<file path="src/rtl/vcop_dispatch.sv">
// rtl/vcop_dispatch.sv - buffered dispatch queue from scalar core to vector coprocessor
// Tracks coprocessor-accepted but uncompleted instructions so the core can fence on idle.
module vcop_dispatch #(
    parameter int WORD_WIDTH = 32,
    parameter int DEPTH      = 4,
    parameter int MAX_OUT    = 2
) (
    input  logic                        clk,
    input  logic                        rst,
    input  logic                        issue_valid,
    output logic                        issue_ready,
    input  logic [WORD_WIDTH-1:0]       issue_instr,
    input  logic [WORD_WIDTH-1:0]       issue_xreg,
    input  logic                        flush,
    output logic                        v_valid,
    input  logic                        v_ready,
    output logic [WORD_WIDTH-1:0]       v_instr,
    output logic [WORD_WIDTH-1:0]       v_xreg,
    input  logic                        v_done,
    output logic [$clog2(DEPTH):0]      count,
    output logic                        idle,
    output logic                        err
);

    localparam int AW = $clog2(DEPTH);
    localparam int CW = AW + 1;
    localparam int OW = $clog2(MAX_OUT + 1);

    logic [2*WORD_WIDTH-1:0] mem [DEPTH];
    logic [AW-1:0]           wr_ptr;
    logic [AW-1:0]           rd_ptr;
    logic [OW-1:0]           outstanding;
    logic                    enq;
    logic                    deq;
    logic [AW-1:0]           rd_ptr_inc;

    assign issue_ready = (count != CW'(DEPTH));
    assign v_valid     = (count != '0) && (outstanding != OW'(MAX_OUT));
    assign v_instr     = v_valid ? mem[rd_ptr][2*WORD_WIDTH-1:WORD_WIDTH] : '0;
    assign v_xreg      = v_valid ? mem[rd_ptr][WORD_WIDTH-1:0] : '0;
    assign idle        = (count == '0) && (outstanding == '0);

    // A flush drops any same-cycle push but never a same-cycle handshake.
    assign enq        = issue_valid && issue_ready && !flush;
    assign deq        = v_valid && v_ready;
    assign rd_ptr_inc = rd_ptr + AW'(1);

    always_ff @(posedge clk) begin
        if (enq) begin
            mem[wr_ptr] <= {issue_instr, issue_xreg};
        end
    end

    always_ff @(posedge clk) begin
        if (rst) begin
            wr_ptr <= '0;
            rd_ptr <= '0;
            count  <= '0;
        end else begin
            if (deq) begin
                rd_ptr <= rd_ptr_inc;
            end
            if (flush) begin
                wr_ptr <= deq ? rd_ptr_inc : rd_ptr;
                count  <= '0;
            end else begin
                if (enq) begin
                    wr_ptr <= wr_ptr + AW'(1);
                end
                case ({enq, deq})
                    2'b10:   count <= count + CW'(1);
                    2'b01:   count <= count - CW'(1);
                    default: count <= count;
                endcase
            end
        end
    end

    // A completion with nothing outstanding is ignored and latched as an error.
    always_ff @(posedge clk) begin
        if (rst) begin
            outstanding <= '0;
            err         <= 1'b0;
        end else begin
            if (v_done && (outstanding == '0)) begin
                err <= 1'b1;
                if (deq) begin
                    outstanding <= OW'(1);
                end
            end else begin
                case ({deq, v_done})
                    2'b10:   outstanding <= outstanding + OW'(1);
                    2'b01:   outstanding <= outstanding - OW'(1);
                    default: outstanding <= outstanding;
                endcase
            end
        end
    end

endmodule
</file>
<file path="config.mk">
export PLATFORM = sky130hd
export DESIGN_NAME = vcop_dispatch
export DESIGN_NICKNAME = d
export VERILOG_FILES = /design/src/rtl/vcop_dispatch.sv
export SDC_FILE = /design/constraint.sdc
export NUM_CORES = 1
export LEC_CHECK = 0
export CELL_PAD_IN_SITES_DETAIL_PLACEMENT = 2
export CELL_PAD_IN_SITES_GLOBAL_PLACEMENT = 2
export CORE_MARGIN = 3
export CORE_UTILIZATION = 39
export CTS_BUF_LIST = sky130_fd_sc_hd__clkbuf_8
export DETAILED_ROUTE_END_ITERATION = 6
export PLACE_DENSITY = 0.8
export SYNTH_ARGS = -nofsm -noshare
export SYNTH_HDL_FRONTEND = slang
export SYNTH_SLANG_ARGS = --single-unit
</file>
<file path="constraint.sdc">
create_clock -name clk -period 2.7 [get_ports clk]
set_input_delay 0.405 -clock clk [delete_from_list [all_inputs] [get_ports clk]]
set_output_delay 0.405 -clock clk [all_outputs]
set_load 0.005 [all_outputs]
</file>
==> impl_metrics.py <==
metrics = {
    "critical_path": {
        "r2r_setup_slack_ns": 0.32,
        "worstPathCellList": "or3_4 -> nand2b_4 -> buf_12 -> nor2b_1 -> clkdlybuf4s50_1",
        "max_stage_delay_ns": 0.45,
        "end_kind": "output port",
        "rr_endpoint": "count[2]",
        "start_kind": "register",
        "arrival_ns": 2.26,
        "startpoint": "count[2]",
        "critical_path.max_fanout": 8,
        "endpoint": "v_instr[3]",
        "regToRegStartpoint": "count[2]",
        "required_ns": 2.30,
        "rr_worst_depth": 11,
        "cp_slowest_cell": "clkdlybuf4s50_1",
        "criticalPathCategory": "register to output port",
    },
    "die": {
        "ios": 141,
        "start_util": 0.402,
        "die-area_mm2": 0.0283,
        "die_width_um": 168,
        "core_mm2": 0.0255,
        "num_rows": 58,
        "dieHeight_um": 168,
    },
    "grt": {
        "grt_pass1_vias": 6192,
        "antenna_found_initial": 0,
        "grt_start_max_net_pins": 27,
        "grt_use_total": 0.192,
        "grt_pass1_wl_um": 40900,
        "overflow": 0,
    },
    "placement": {
        "pre_cts_ws_ns": 0.106,
        "placed_area_mm2": 0.0123,
        "hpwl_um": 17100,
        "place.gp.congestion": 0.735,
        "portBuffers": 140,
        "dp.cells": 944,
    },
    "synthesis": {
        "synth-async-reset-ratio": 0,
        "avgSynthCellArea_um2": 21.6,
        "synth_ff_type": "edfxtp_1",
        "ys_seq_area_frac": 0.767,
        "synth_edf_count": 256,
        "syn_inst": 476,
        "synth_nets": 552,
        "yosys_warnings": 0,
        "synth.distinct_cells": 36,
        "synth-seq-cells": 266,
        "synth.cell_area_mm2": 0.0103,
    },
    "timing": {
        "setup_viol_count_final": 0,
        "finalHoldViolCount": 0,
        "min_period_over_period": 0.988,
        "maxSlewViolCount": 0,
        "layout_setup_ws_ns": 0.0334,
        "tightestPinTransition_ns": 0.481,
        "hold_ws_ns": 0.507,
        "rsz0062_at_grt": "true",
        "clock_skew_ns": 0.0204,
        "fmax_ghz": 0.375,
        "fin_crit_ns": 2.67,
        "relSlewSlack": 0.677,
    },
    "status": {
        "status": "completed",
    },
    "cells_and_area": {
        "fin_nets": 795,
        "final_cell_area_mm2": 0.0138,
        "layout-drive-gt1-share": 0.301,
        "diodes": 0,
        "finalCoreUtilization": 0.541,
        "n_fill_cell": 2203,
        "final_cells": 1081,
        "syn2layout_area_growth_pct": 34.5,
    },
    "route": {
        "vias": 5624,
        "via_per_inst": 5.20,
        "routed_wl_um": 29800,
        "drc_errors": 0,
        "drtIter0Drc": 351,
        "dr.pass1.iters": 6,
        "wl_per_cell_um": 27.6,
        "final_antenna_net_count": 0,
    },
    "clock_tree": {
        "clk_pin_slew_ns": 0.06,
        "cts_tree": "done",
        "cts_buffers": 44,
        "clockRootBuffer": "clkbuf_8",
        "clk_latency_ns": 0.55,
        "htree_levels": 2,
        "clockBufferDepth": 3,
        "cts_hold_buffers": 0,
        "clock-sinks": 266,
    },
    "min_path": {
        "min_path_type": "input pin to register",
    },
    "power": {
        "power_density_mw_per_mm2": 617,
        "max-vdd-ir-drop_uv": 398,
        "p_leak_nw": 4.92,
    },
    "job": {
        "max_cap_viol_count": 0,
    },
}
sequential cells by signal, indices dropped and copies added, names as in the netlist:
signal	flops
count	3
err	1
mem	256
outstanding	2
rd_ptr	2
wr_ptr	2
logic make-up (layout without fill, tap and decap cells):
| family | Yosys count | in the layout | share of synthesized area |
|---|---|---|---|
| flip-flops | 266 | 266 | 0.767 |
| AND/OR/NAND/NOR | 91 | 91 | 0.0538 |
| multiplexers | 65 | 65 | 0.141 |
| buffers and inverters | 31 | 306 | 0.0170 |
| AO/OA/AOI/OAI | 13 | 13 | 0.00925 |
| adder cells (fa/ha/maj) | 6 | 6 | 0.00803 |
| XOR/XNOR | 4 | 4 | 0.00341 |
worst max-delay path: cells and delay by family (launching register included):
family / cells / cell delay (ns)
buffers and inverters: 2 / 0.62
DFF: 1 / 0.35
and+or+nand+nor: 3 / 0.74
layout by cell type, fill, tap and decap left out, drive strengths merged, types with 2 or more instances in the layout:
| cell type | instances |
|---|---|
| a21oi | 5 |
| and2 | 4 |
| buf | 80 |
| clkbuf | 50 |
| clkdlybuf4s15 | 13 |
| clkdlybuf4s50 | 79 |
| clkinv | 9 |
| clkinvlp | 2 |
| dfxtp | 10 |
| dlygate4sd2 | 33 |
| dlymetal6s2s | 11 |
| edfxtp | 256 |
| ha | 5 |
| inv | 29 |
| mux4 | 64 |
| nand3 | 2 |
| nor2 | 8 |
| nor2b | 65 |
| nor3 | 4 |
| nor3b | 2 |
| o31ai | 2 |
| xnor2 | 2 |
| xor2 | 2 |
synth_stat cells (2+ instances only):
library cell / count / area share
ha_1: 5 / 0.0061
nor2b_1: 64 / 0.039
inv_1: 8 / 0.0029
nand3_1: 2 / 0.00097
nor3b_1: 2 / 0.0015
nor3_1: 4 / 0.0019
edfxtp_1: 256 / 0.75
and2_1: 4 / 0.0024
dfxtp_1: 10 / 0.019
xor2_1: 2 / 0.0017
clkbuf_1: 3 / 0.0011
xnor2_1: 2 / 0.0017
mux4_2: 64 / 0.14
a21oi_1: 4 / 0.0019
buf_2: 14 / 0.0068
nor2_1: 8 / 0.0029
buf_6: 5 / 0.0055
cell type report:
cell class | count | area (µm²) | area share
clock buffer | 46 | 633 | 0.0458
inverter | 8 | 30.0 | 0.00217
tap | 330 | 413 | 0.0299
timing repair buffer | 220 | 2410 | 0.174
sequential | 266 | 7900 | 0.571
multi-input combinational | 179 | 2310 | 0.167
clock inverter | 32 | 130 | 0.00941
power breakdown:
group	internal (W)	switching, W
Combinational	0.000385	0.000297
Sequential	0.00461	0.0000320
Clock	0.00157	0.00164
Total	0.00657	0.00197
per-stage QoR:
stage / total power, W / setup TNS [ns]
global route: 0.00885 / -0.619
finish: 0.00853 / 0
CTS: 0.00846 / -0.963
global placement: 0.00525 / 0
detailed placement: 0.00530 / 0
floorplan: 0.00495 / 0
per-layer routing:
layer  global-route usage  share of wire  vias up
met2                0.323           0.51      177
met4               0.0534          0.017        0
met1                0.259           0.43     2989
li1                     -              -     2423
met3               0.0340          0.039       35
met5                    0              0        -
worst min path at each step:
stage,from,end,slack [ns],cells after the start
detailed placement,err,err,0.52,2
finish,issue_xreg[29],mem[0][29],0.51,1
global route,issue_instr[13],mem[0][45],0.49,1
floorplan,err,err,0.46,2
CTS,issue_xreg[12],mem[3][12],0.47,1
global placement,err,err,0.52,2
timing repair:
item	CTS	global route
resized for setup	85	49
endpoints found under the setup margin	66	49
cloned	5	4
buffers inserted	23	29
Power figures use the tool's default switching activity.
